[src/rtl/ariane.sv]
// Single-outstanding instruction fetch front end with trap, interrupt, MRET/DRET and debug redirection.
// Define RVFI_TRACE_EN to add registered retirement trace ports (trace_valid_o/trace_pc_o/trace_insn_o).
module ariane #(
  parameter logic [31:0] TRAP_VEC  = 32'h0000_0100,
  parameter logic [31:0] DEBUG_VEC = 32'h0000_0800
) (
  input  logic        clk_i,
  input  logic        rst_i,
  input  logic [31:0] boot_addr_i,
  input  logic [63:0] hart_id_i,
  input  logic [1:0]  irq_i,
  input  logic        ipi_i,
  input  logic        time_irq_i,
  input  logic        debug_req_i,
  output logic        ar_valid_o,
  input  logic        ar_ready_i,
  output logic [31:0] ar_addr_o,
  output logic [3:0]  ar_id_o,
  input  logic        r_valid_i,
  output logic        r_ready_o,
  input  logic [31:0] r_data_i,
  input  logic [1:0]  r_resp_i,
  output logic [31:0] mcause_o,
  output logic [31:0] mepc_o,
  output logic        debug_mode_o
`ifdef RVFI_TRACE_EN
  ,
  output logic        trace_valid_o,
  output logic [31:0] trace_pc_o,
  output logic [31:0] trace_insn_o
`endif
);

  typedef enum logic {FETCH_REQ, FETCH_WAIT} state_e;

  localparam logic [31:0] INSN_MRET = 32'h3020_0073;
  localparam logic [31:0] INSN_DRET = 32'h7b20_0073;

  state_e      state_q, state_d;
  logic [31:0] pc_q, pc_d;
  logic [31:0] mcause_q, mcause_d;
  logic [31:0] mepc_q, mepc_d;
  logic [31:0] dpc_q, dpc_d;
  logic        ie_q, ie_d;
  logic        debug_mode_q, debug_mode_d;
  logic        retire;
  logic [31:0] seq_pc;
  logic        irq_pending;
  logic [30:0] irq_code;
  logic        unused_hart_bits;

  assign seq_pc           = pc_q + 32'd4;
  assign irq_pending      = (|irq_i) | ipi_i | time_irq_i;
  assign unused_hart_bits = ^hart_id_i[63:4];

  // Fixed cause priority: machine external, software, timer, supervisor external.
  always_comb begin
    if (irq_i[0])        irq_code = 31'd11;
    else if (ipi_i)      irq_code = 31'd3;
    else if (time_irq_i) irq_code = 31'd7;
    else                 irq_code = 31'd9;
  end

  always_comb begin
    state_d      = state_q;
    pc_d         = pc_q;
    mcause_d     = mcause_q;
    mepc_d       = mepc_q;
    dpc_d        = dpc_q;
    ie_d         = ie_q;
    debug_mode_d = debug_mode_q;
    retire       = 1'b0;
    case (state_q)
      FETCH_REQ: begin
        if (ar_ready_i) state_d = FETCH_WAIT;
      end
      FETCH_WAIT: begin
        if (r_valid_i) begin
          state_d = FETCH_REQ;
          if (r_resp_i != 2'b00) begin
            mcause_d = 32'd1;
            mepc_d   = pc_q;
            pc_d     = TRAP_VEC;
            ie_d     = 1'b0;
          end else begin
            retire = 1'b1;
            if (debug_req_i && !debug_mode_q) begin
              dpc_d        = seq_pc;
              pc_d         = DEBUG_VEC;
              debug_mode_d = 1'b1;
            end else if (r_data_i == INSN_MRET) begin
              pc_d = mepc_q;
              ie_d = 1'b1;
            end else if (r_data_i == INSN_DRET && debug_mode_q) begin
              pc_d         = dpc_q;
              debug_mode_d = 1'b0;
            end else if (ie_q && !debug_mode_q && irq_pending) begin
              mcause_d = {1'b1, irq_code};
              mepc_d   = seq_pc;
              pc_d     = TRAP_VEC;
              ie_d     = 1'b0;
            end else begin
              pc_d = seq_pc;
            end
          end
        end
      end
      default: state_d = FETCH_REQ;
    endcase
  end

  always_ff @(posedge clk_i) begin
    if (rst_i) begin
      state_q      <= FETCH_REQ;
      pc_q         <= boot_addr_i;
      mcause_q     <= 32'd0;
      mepc_q       <= 32'd0;
      dpc_q        <= 32'd0;
      ie_q         <= 1'b1;
      debug_mode_q <= 1'b0;
    end else begin
      state_q      <= state_d;
      pc_q         <= pc_d;
      mcause_q     <= mcause_d;
      mepc_q       <= mepc_d;
      dpc_q        <= dpc_d;
      ie_q         <= ie_d;
      debug_mode_q <= debug_mode_d;
    end
  end

  // Handshake outputs are masked during reset so an abandoned fetch cannot complete.
  assign ar_valid_o   = (state_q == FETCH_REQ) && !rst_i;
  assign r_ready_o    = (state_q == FETCH_WAIT) && !rst_i;
  assign ar_addr_o    = pc_q;
  assign ar_id_o      = hart_id_i[3:0];
  assign mcause_o     = mcause_q;
  assign mepc_o       = mepc_q;
  assign debug_mode_o = debug_mode_q;

`ifdef RVFI_TRACE_EN
  logic        trace_valid_q, trace_valid_d;
  logic [31:0] trace_pc_q, trace_pc_d;
  logic [31:0] trace_insn_q, trace_insn_d;

  always_comb begin
    trace_valid_d = retire;
    trace_pc_d    = retire ? pc_q : trace_pc_q;
    trace_insn_d  = retire ? r_data_i : trace_insn_q;
  end

  always_ff @(posedge clk_i) begin
    if (rst_i) begin
      trace_valid_q <= 1'b0;
      trace_pc_q    <= 32'd0;
      trace_insn_q  <= 32'd0;
    end else begin
      trace_valid_q <= trace_valid_d;
      trace_pc_q    <= trace_pc_d;
      trace_insn_q  <= trace_insn_d;
    end
  end

  assign trace_valid_o = trace_valid_q;
  assign trace_pc_o    = trace_pc_q;
  assign trace_insn_o  = trace_insn_q;
`endif

endmodule

[config.mk]
export PLATFORM = sky130hd
export DESIGN_NAME = ariane
export DESIGN_NICKNAME = d
export VERILOG_FILES = /design/src/rtl/ariane.sv
export SDC_FILE = /design/constraint.sdc
export NUM_CORES = 1
export LEC_CHECK = 0
export ABC_AREA = 1
export CORE_MARGIN = 3
export CORE_UTILIZATION = 50
export CTS_BUF_LIST = sky130_fd_sc_hd__clkbuf_16
export DETAILED_ROUTE_END_ITERATION = 12
export HOLD_SLACK_MARGIN = 0.08
export PLACE_DENSITY = 0.92
export SLEW_MARGIN = 20
export SYNTH_ARGS = -nofsm -noshare
export SYNTH_HDL_FRONTEND = slang
export SYNTH_SLANG_ARGS = --single-unit
[constraint.sdc]
create_clock -name clk_i -period 5.1 [get_ports clk_i]
set_input_delay 0.51 -clock clk_i [delete_from_list [all_inputs] [get_ports clk_i]]
set_output_delay 0.51 -clock clk_i [all_outputs]
set_load 0.01 [all_outputs]
==> impl_metrics.env <==
export IMPL_htree_levels=3
export IMPL_grtUsageMet1_pct=34.60
export IMPL_start_util_pct=51.78
export IMPL_ctsResizeCount=0
export IMPL_rows=42
export IMPL_grt_max_degree=53
export IMPL_pwr_density_cell_nw_per_um2=238.1
export IMPL_outcome="finished, final reports clean"
export IMPL_busiest_layer="met2"
export IMPL_grt_setup_unrepaired="false"
export IMPL_overflow=0
export IMPL_slew_headroom_pct=25.54
export IMPL_layout_cells_non_filler=1391
export IMPL_grt_antenna_before_repair=0
export IMPL_cp_num_buf_inv=5
export IMPL_pin_count=242
export IMPL_drt_iter0_markers=761
export IMPL_synth_async_reset_ratio_pct=0
export IMPL_cts_buffers=9
export IMPL_cp_top_family="buffers and inverters"
export IMPL_min_delay_worst_endpoint="ie_q"
export IMPL_syn_cell_area_sq_um=6939
export IMPL_hold_depth=2
export IMPL_crit_type="primary input to flip-flop"
export IMPL_final_hold_viol_count=0
export IMPL_worst_r2r_setup_slack_ns=2.69
export IMPL_path_common_cell="inv_2"
export IMPL_antenna_diode_count=0
export IMPL_p_leak_nw=3.939
export IMPL_avgSynthCellArea_sq_um=6.337
export IMPL_cp_data_required_time_ns=5.40
export IMPL_crit_chain="clkdlybuf4s50_1 -> nor2_4 -> buf_4 -> inv_2 -> nor2_8 -> nand2_2 -> inv_2 -> o21ai_0 -> o21bai_1 -> inv_1"
export IMPL_dp_hpwl_microns=14720
export IMPL_finalCritPeriodShare_pct=64.70
export IMPL_grt_pass1_vias=6938
export IMPL_path_clk_slew_ns=0.07
export IMPL_vias=7352
export IMPL_fmax_ghz=0.3030
export IMPL_period_minus_slack_ns=3.300
export IMPL_die_h_microns=123.8
export IMPL_met2_usage_pct=47.38
export IMPL_drc=0
export IMPL_max_vdd_ir_drop_mv=0.1479
export IMPL_r2r_start="state_q"
export IMPL_min_path_type="flip-flop to flip-flop"
export IMPL_maxSlewViolCount=0
export IMPL_n_fill_cell=1123
export IMPL_slowest_stage="inv_2"
export IMPL_grt_pass1_wl_microns=33490
export IMPL_drtAntennaViolNets=0
export IMPL_min_from="ie_q"
export IMPL_cts_sinks=104
export IMPL_reg2reg_to="dpc_q[31]"
export IMPL_synth_cell_types=35
export IMPL_dr_pass1_iters=5
export IMPL_cap_violations=0
export IMPL_final_layout_size_suffix_gt1_share_pct=5.432
export IMPL_area_growth_pct=23.98
export IMPL_critPathArrivalTime_ns=3.60
export IMPL_final_setup_viol_count=0
export IMPL_post_cts_setup_buffers=0
export IMPL_synth_edff_count=32
export IMPL_synth_area_leader_cell="nand2_1"
export IMPL_p_total_mw=2.049
export IMPL_clk_latency_ns=0.36
export IMPL_ys_seq_area_share_pct=34.62
export IMPL_ys_warn_count=0
export IMPL_synth_seq_cells=104
export IMPL_core_area_sq_um=13400
export IMPL_synth_top_area_share_pct=21.69
export IMPL_cts_hold_buf=0
export IMPL_wl_per_cell_microns=15.00
export IMPL_grt_usage_pct=27.66
export IMPL_critPathMaxStageDelay_ns=0.64
export IMPL_start_kind="primary input"
export IMPL_worst_pin_slew_ns=1.116
export IMPL_viasPerCell=5.285
export IMPL_timing_hold_ws_ns=0.4560
export IMPL_crit_fanout=35
export IMPL_place_gp_congestion=0.9321
export IMPL_synth_ff_type="dfxtp_1"
export IMPL_reg2reg_depth=7
export IMPL_die_area_sq_um=15330
export IMPL_tns_ns=0
export IMPL_fp_dieW_microns=123.8
export IMPL_final_nets=1350
export IMPL_synth_area_top_cells="nand2_1 (22%), dfxtp_1 (21%), edfxtp_1 (14%)"
export IMPL_clock_skew_ns=0.007854
export IMPL_endpoint_kind="flip-flop"
export IMPL_cts_path_max_buffers=2
export IMPL_cts_tree="yes"
export IMPL_syn_inst=1095
export IMPL_grtUsageMet3_pct=5.086
export IMPL_dp_cells=1375
export IMPL_cts_root_buf="clkbuf_16"
export IMPL_io_buffers=146
export IMPL_drt_wl_total_microns=20860
through the flow:
stage	setup WS [ns]	util, %	cell area (sq um)
detailed placement	1.534	61.99	8307
floorplan	3.214	-	7037
global placement	1.603	61.99	8307
finish	1.800	64.20	8603
global route	1.560	64.20	8603
CTS	1.863	64.20	8603
area by class of cell:
cell class | instances | area [sq um] | area share [%]
clock buffers | 9 | 225.2 | 2.618
flip-flops and latches | 104 | 2402 | 27.92
inverters | 119 | 447.9 | 5.207
well taps | 176 | 220.2 | 2.560
repair buffers | 153 | 1509 | 17.54
clock inverters | 7 | 71.32 | 0.8290
multi-input cells | 823 | 3727 | 43.32
routing by layer:
layer | vias to the layer above | routed length (microns)
met5 | - | 0
met2 | 380 | 10140
met1 | 3341 | 8124
met3 | 53 | 2066
met4 | 0 | 531
li1 | 3578 | -
worst reg2reg max path: stages (launching register included):
cell and delay, ns:
dfxtp_1 0.40, nand2_1 0.22, nor2_8 0.22, nand2_2 0.44, inv_2 0.64, o21ai_0 0.18, o21bai_1 0.20, inv_1 0.07
state kept, by name, indices dropped and copies added, names as in the netlist:
signal,cells
ie_q,1
state_q,1
ar_addr_o,32
mepc_o,32
mcause_o,5
dpc_q,32
debug_mode_o,1
cells by family after synthesis:
| kind of cell | count (synthesis) | synth area share [%] |
|---|---|---|
| other cells | 1 | 0.05404 |
| simple gates | 675 | 41.42 |
| flops | 104 | 34.62 |
| compound gates | 108 | 8.511 |
| xor+xnor | 11 | 1.929 |
| fa+ha+maj | 1 | 0.1803 |
| buf+inv | 194 | 13.14 |
| mux | 1 | 0.1443 |
Yosys cell counts (3+ instances only):
cell type	instances
inv_2	7
nor2_2	8
buf_4	39
xor2_2	5
dfxtp_1	72
inv_1	110
a21oi_1	39
nand4_1	6
o211ai_1	3
nor2_1	139
buf_2	15
xor2_1	6
o21ai_0	49
o21bai_1	15
nand3_1	85
nand2_1	401
edfxtp_1	32
nand3b_1	12
nor2_4	10
clkbuf_1	17
nand2_2	5
where the power goes:
group,internal (mW),total (mW),switching (mW)
registers,0.897,0.950,0.0529
logic,0.174,0.390,0.216
clock network,0.382,0.708,0.326
worst max-delay path by stage:
stage / start / end / slack, ns / cells after the start
CTS: r_resp_i[1] / dpc_q[31] / 1.86 / 10
finish: r_resp_i[1] / dpc_q[31] / 1.80 / 10
global route: r_resp_i[1] / dpc_q[20] / 1.56 / 10
floorplan: ar_addr_o[2] / ar_addr_o[20] / 3.21 / 11
global placement: r_resp_i[1] / dpc_q[16] / 1.60 / 10
detailed placement: r_resp_i[1] / dpc_q[30] / 1.53 / 10
cells in the final DEF (no fill, tap or decap), types with 7 or more instances in the layout:
| cell type | netlist | layout |
|---|---|---|
| a21oi_1 | 39 | 39 |
| buf_4 | 39 | 7 |
| clkbuf_16 | 0 | 9 |
| clkdlybuf4s50_1 | 0 | 145 |
| conb_1 | 1 | 27 |
| dfxtp_1 | 72 | 72 |
| edfxtp_1 | 32 | 32 |
| inv_1 | 110 | 111 |
| inv_2 | 7 | 7 |
| nand2_1 | 401 | 400 |
| nand3_1 | 85 | 85 |
| nand3b_1 | 12 | 12 |
| nor2_1 | 139 | 138 |
| nor2_2 | 8 | 9 |
| nor2_4 | 10 | 10 |
| o21ai_0 | 49 | 49 |
| o21bai_1 | 15 | 15 |
(Power assumes the default switching activity.)
